==> src/rtl/serdesphy_tx_pcs_lanes.sv <==
// Multi-lane TX PCS: FIFO-buffered parallel words serialised LSB-first per lane, with idle fill,
// a PRBS7 test pattern and sticky overflow/underflow flags.
module serdesphy_tx_pcs_lanes #(
  parameter int unsigned DATA_W     = 4,
  parameter int unsigned LANES      = 1,
  parameter int unsigned FIFO_DEPTH = 8,
  parameter logic [DATA_W-1:0] IDLE_WORD = DATA_W'(4'b1010)
) (
  input  logic                         clk_240m_tx,
  input  logic                         rst,
  input  logic                         tx_en,
  input  logic                         tx_prbs_en,
  input  logic                         tx_idle,
  input  logic [DATA_W-1:0]            tx_data,
  input  logic                         tx_valid,
  output logic                         tx_ready,
  input  logic                         err_clr,
  output logic [LANES-1:0]             tx_serial_data,
  output logic                         tx_serial_valid,
  output logic                         tx_fifo_full,
  output logic                         tx_fifo_empty,
  output logic [$clog2(FIFO_DEPTH):0]  tx_fifo_level,
  output logic                         tx_overflow,
  output logic                         tx_underflow,
  output logic                         tx_active
);

  localparam int unsigned S     = DATA_W / LANES;
  localparam int unsigned CNT_W = (S > 1) ? $clog2(S) : 1;
  localparam int unsigned PTR_W = (FIFO_DEPTH > 1) ? $clog2(FIFO_DEPTH) : 1;
  localparam int unsigned LVL_W = $clog2(FIFO_DEPTH) + 1;
  localparam logic [CNT_W-1:0] CntMax = CNT_W'(S - 1);

  typedef enum logic [1:0] {StOff, StIdle, StData, StPrbs} state_e;

  state_e              state_q, load_state;
  logic [CNT_W-1:0]    cnt_q;
  logic [DATA_W-1:0]   sr_q, sr_shift, load_word, prbs_word;
  logic                ser_valid_q, active_q, overflow_q, underflow_q;
  logic [6:0]          prbs_q, lfsr;
  logic                fb;
  logic [DATA_W-1:0]   mem [FIFO_DEPTH];
  logic [PTR_W-1:0]    wr_ptr_q, rd_ptr_q;
  logic [LVL_W-1:0]    level_q;
  logic                full, empty, boundary, wr_en, pop, ov_evt, un_evt;

  assign full  = (level_q == LVL_W'(FIFO_DEPTH));
  assign empty = (level_q == '0);
  // Before the first word after OFF there is nothing in flight, so that edge is a boundary too.
  assign boundary = (state_q != StOff) && (!ser_valid_q || cnt_q == CntMax);
  assign wr_en    = tx_valid && !full && tx_en;
  assign pop      = tx_en && boundary && !tx_prbs_en && !tx_idle && !empty;
  assign ov_evt   = tx_valid && full;
  assign un_evt   = tx_en && boundary && (state_q == StData) && empty && !tx_prbs_en && !tx_idle;

  always_comb begin
    lfsr      = (state_q == StPrbs) ? prbs_q : 7'h7F;
    fb        = 1'b0;
    prbs_word = '0;
    for (int i = 0; i < int'(DATA_W); i++) begin
      fb           = lfsr[6] ^ lfsr[5];
      prbs_word[i] = fb;
      lfsr         = {lfsr[5:0], fb};
    end
    load_state = StIdle;
    load_word  = IDLE_WORD;
    if (tx_prbs_en) begin
      load_state = StPrbs;
      load_word  = prbs_word;
    end else if (!tx_idle && !empty) begin
      load_state = StData;
      load_word  = mem[rd_ptr_q];
    end
  end

  always_comb begin
    sr_shift       = '0;
    tx_serial_data = '0;
    for (int k = 0; k < int'(LANES); k++) begin
      sr_shift[k*S +: S] = sr_q[k*S +: S] >> 1;
      tx_serial_data[k]  = sr_q[k*S];
    end
  end

  always_ff @(posedge clk_240m_tx) begin
    if (wr_en) mem[wr_ptr_q] <= tx_data;
  end

  always_ff @(posedge clk_240m_tx or posedge rst) begin
    if (rst) begin
      state_q     <= StOff;
      cnt_q       <= '0;
      sr_q        <= '0;
      ser_valid_q <= 1'b0;
      active_q    <= 1'b0;
      prbs_q      <= 7'h7F;
      wr_ptr_q    <= '0;
      rd_ptr_q    <= '0;
      level_q     <= '0;
      overflow_q  <= 1'b0;
      underflow_q <= 1'b0;
    end else begin
      // A fresh error event outranks a clear in the same cycle.
      overflow_q  <= ov_evt | (overflow_q & ~err_clr);
      underflow_q <= un_evt | (underflow_q & ~err_clr);
      if (!tx_en) begin
        state_q     <= StOff;
        cnt_q       <= '0;
        sr_q        <= '0;
        ser_valid_q <= 1'b0;
        active_q    <= 1'b0;
        wr_ptr_q    <= '0;
        rd_ptr_q    <= '0;
        level_q     <= '0;
      end else begin
        if (wr_en) wr_ptr_q <= wr_ptr_q + PTR_W'(1);
        if (pop) rd_ptr_q <= rd_ptr_q + PTR_W'(1);
        level_q <= level_q + LVL_W'(wr_en) - LVL_W'(pop);
        if (state_q == StOff) begin
          state_q <= StIdle;
        end else if (boundary) begin
          state_q     <= load_state;
          sr_q        <= load_word;
          cnt_q       <= '0;
          ser_valid_q <= 1'b1;
          active_q    <= (load_state == StData);
          if (load_state == StPrbs) prbs_q <= lfsr;
        end else begin
          sr_q  <= sr_shift;
          cnt_q <= cnt_q + CNT_W'(1);
        end
      end
    end
  end

  assign tx_ready        = !full;
  assign tx_fifo_full    = full;
  assign tx_fifo_empty   = empty;
  assign tx_fifo_level   = level_q;
  assign tx_serial_valid = ser_valid_q;
  assign tx_active       = active_q;
  assign tx_overflow     = overflow_q;
  assign tx_underflow    = underflow_q;

endmodule

==> config.mk <==
export PLATFORM = sky130hd
export DESIGN_NAME = serdesphy_tx_pcs_lanes
export DESIGN_NICKNAME = d
export VERILOG_FILES = /design/src/rtl/serdesphy_tx_pcs_lanes.sv
export SDC_FILE = /design/constraint.sdc
export NUM_CORES = 1
export LEC_CHECK = 0
export ABC_CLOCK_PERIOD_IN_PS = 3250
export CAP_MARGIN = 30
export CORE_AREA = 3 3 96 98
export DETAILED_ROUTE_END_ITERATION = 10
export DIE_AREA = 0 0 99 101
export PLACE_DENSITY = 0.59
export SLEW_MARGIN = 20
export SYNTH_ARGS = -nofsm -noshare
export SYNTH_HDL_FRONTEND = slang
export SYNTH_SLANG_ARGS = --single-unit
==> constraint.sdc <==
create_clock -name clk_240m_tx -period 3.25 [get_ports clk_240m_tx]
set_clock_uncertainty 0.05 [all_clocks]
set_input_delay 0.65 -clock clk_240m_tx [delete_from_list [all_inputs] [get_ports clk_240m_tx]]
set_output_delay 0.65 -clock clk_240m_tx [all_outputs]
set_load 0.02 [all_outputs]
==> flow_metrics.tcl <==
set metrics [dict create \
    status "finished clean" \
    synthCells 209 \
    cp_num_cells 5 \
    final.setup.tns_ns 0 \
    clkTransAtPathRegs_ns 0.06 \
    slew-limit-headroom 0.641 \
    path_delay_family "buffers and inverters" \
    place_ws_ns 0.356 \
    drc 0 \
    finalWorstSetupSlack_ns 0.386 \
    power_density_nw_per_um2 631 \
    min_path_cells 2 \
    clockBufferDepth 2 \
    die_x_um 99 \
    finalSetupViolCount 0 \
    rr_worst_depth 12 \
    dr_total_vias 1685 \
    synthArstFlopShare 0.475 \
    antenna_found_initial 0 \
    numCtsBuffers 9 \
    firstDrtPassIters 4 \
    seq_area_um2 1700 \
    power.total_mw 2.10 \
    wl_per_cell_um 15.3 \
    final_cell_mix "edfxtp_1, dfrtp_1, clkdlybuf4s50_1, nand2_1, nor2_1" \
    via_per_inst 4.77 \
    fin_crit_ns 2.86 \
    p_clk_frac 0.260 \
    cp_slowest_cell "clkdlybuf4s50_1" \
    root_buffer "clkbuf_8" \
    nets 262 \
    first_global_vias 1764 \
    start_util 0.326 \
    cts_resized 0 \
    grt_usage 0.118 \
    place_congestion 0.752 \
    synth-edff-count 32 \
    worst_setup_path_end_kind "output port" \
    sw_frac_of_total 0.309 \
    synth_ff_type "edfxtp_1" \
    synth_largest_area_cell "edfxtp_1" \
    cts_tree "yes" \
    switchingPower_uw 648 \
    clkLatencyLatePin_ns 0.33 \
    syn2layout_area_growth_pct 19.3 \
    vdd_drop_max_v 0.000251 \
    io_buffer_count 22 \
    h-tree-depth 3 \
    die_area_um2 10000 \
    comb_power_share 0.248 \
    dp_hpwl_mm 3.81 \
    grt_max_degree 24 \
    worstSetupStartpointType "register" \
    ys_ff_latch 61 \
    core_um2 8550 \
    worst_pin_slew_ns 0.538 \
    synth_top_cells_by_area "edfxtp_1, dfrtp_1, dfstp_2, ha_1, mux4_1" \
    layout_commonest_cell "edfxtp_1" \
    slowest_delay_ns 0.60 \
    cap_viol_max_count 0 \
    multiInputGateArea_um2 1000 \
    p_int_mw 1.45 \
    drive_gt1_frac 0.159 \
    grt_setup_unrepaired "false" \
    grt_overflow 0 \
    rows 34 \
    synth_warnings 0 \
    drv_slew 0 \
    post_cts_buffers 0 \
    cp_common_cell "inv_1" \
    synth_top_area_frac 0.345 \
    drt_iter0_markers 49 \
    hold_path_class "reg2reg" \
    pwr-share-seq 0.492 \
    crit_arrival_ns 2.16 \
    antennaDiodeCount 0 \
    finalHoldViolCount 0 \
    pin_count 23 \
    ys_seq_area_frac 0.608 \
    hold_buffers 0 \
    worstPathRequired_ns 2.55 \
    netlist_area_um2 2790 \
    drt.antenna.violating_nets 0 \
    clock_sinks 61 \
    finalWirelength_mm 5.39 \
    syn_nets 230 \
    fp.dieH_um 101 \
    avgSynthCellArea_um2 13.3 \
    crit_buf_inv 3 \
    fmaxAchievable_mhz 349 \
    critical_path_class "reg2out" \
    cp_cell_sequence "inv_1 > ha_1 > or3b_1 > inv_1 > clkdlybuf4s50_1" \
    yosys.cell_types.count 43 \
    n_fill_cell 848 \
    grt_pass1_wl_mm 8.97 \
    fin_crit_sh 0.881 \
    critPathMaxFanout 7 \
    p_leak_nw 1.33 \
]
==> synthesized netlist by cell type, types with 3 or more instances <==
master	n
o21ai_0	9
a21o_1	4
dfrtp_1	22
nand2_1	21
and2_1	8
nor2_1	13
buf_2	4
dfstp_2	7
mux4_1	4
nand3_1	11
xnor2_1	4
nor4b_1	3
inv_1	9
mux4_2	4
mux2i_1	6
nand2b_1	3
clkbuf_1	3
ha_1	9
edfxtp_1	32
xor2_1	4
==> per-layer routing <==
metal,track usage,share of wire
met5,0,0
met1,0.145,0.45
met4,0.0504,0.019
met2,0.192,0.48
met3,0.0374,0.042
==> power groups by stage <==
stage / Clock, mW / Combinational, mW / Sequential (mW)
after global routing: 0.594 / 0.584 / 1.05
final: 0.546 / 0.520 / 1.03
after detailed placement: 0 / 0.522 / 1.05
after CTS: 0.568 / 0.525 / 1.04
after floorplan: 0 / 0.340 / 1.04
after global placement: 0 / 0.521 / 1.05
==> logic make-up (layout without fill, tap and decap cells) <==
kind of cell	count (synthesis)	after routing	synth area share
compound gates	26	26	0.0624
mux	14	14	0.0916
xor+xnor	8	8	0.0251
buf+inv	19	55	0.0332
fa+ha+maj	10	10	0.0476
flops	61	61	0.608
simple gates	71	71	0.132
==> registers in the layout, indices dropped and copies added (netlist names) <==
signal and cells:
tx_underflow 1, state_q 2, tx_overflow 1, tx_serial_valid 1, tx_active 1, tx_fifo_level 4, wr_ptr_q 3, mem 32
rd_ptr_q 3, cnt_q 2, prbs_q 7, sr_q 4
==> worst paths after layout <==
| check | slack [ns] | end | from |
|---|---|---|---|
| setup / recovery | 0.39 | tx_fifo_full | tx_fifo_level[2]$_DFF_PP0_ |
| hold / removal | 0.43 | cnt_q[1]$_DFFE_PP0N_ | cnt_q[1]$_DFFE_PP0N_ |
| setup reg to reg | 0.72 | tx_fifo_level[2]$_DFF_PP0_ | tx_fifo_level[2]$_DFF_PP0_ |
| hold reg to reg | 0.43 | cnt_q[1]$_DFFE_PP0N_ | cnt_q[1]$_DFFE_PP0N_ |
| max in group asynchronous | 2.03 | prbs_q[1]$_DFFE_PP1P_ | rst |
| min in group asynchronous | 0.49 | tx_serial_valid$_DFFE_PP0P_ | rst |
==> per-stage QoR <==
step | cell area, µm² | hold slack [ns] | cells | util
final | 3330 | 0.431 | 353 | 0.389
after global routing | 3330 | 0.454 | 353 | 0.389
after CTS | 3300 | 0.437 | 352 | 0.386
after detailed placement | 3140 | 0.422 | 337 | 0.368
after global placement | 3140 | 0.409 | 337 | 0.368
after floorplan | 2790 | 0.393 | 209 | -
==> worst register-to-register path: cells and delay by family, from the launching register on <==
kind | cells | cell delay [ns]
adder cells (fa/ha/maj) | 4 | 0.99
AND/OR/NAND/NOR | 4 | 0.65
flip-flops | 1 | 0.38
buffers and inverters | 3 | 0.19
XOR/XNOR | 1 | 0.17
==> area by class of cell <==
cell class,count,share of cell area
flip-flops and latches,61,0.510
multi-input cells,129,0.300
repair buffers,31,0.0925
well taps,108,0.0406
clock buffers,9,0.0372
inverters,9,0.0102
clock inverters,6,0.00940
(Power assumes the default switching activity.)
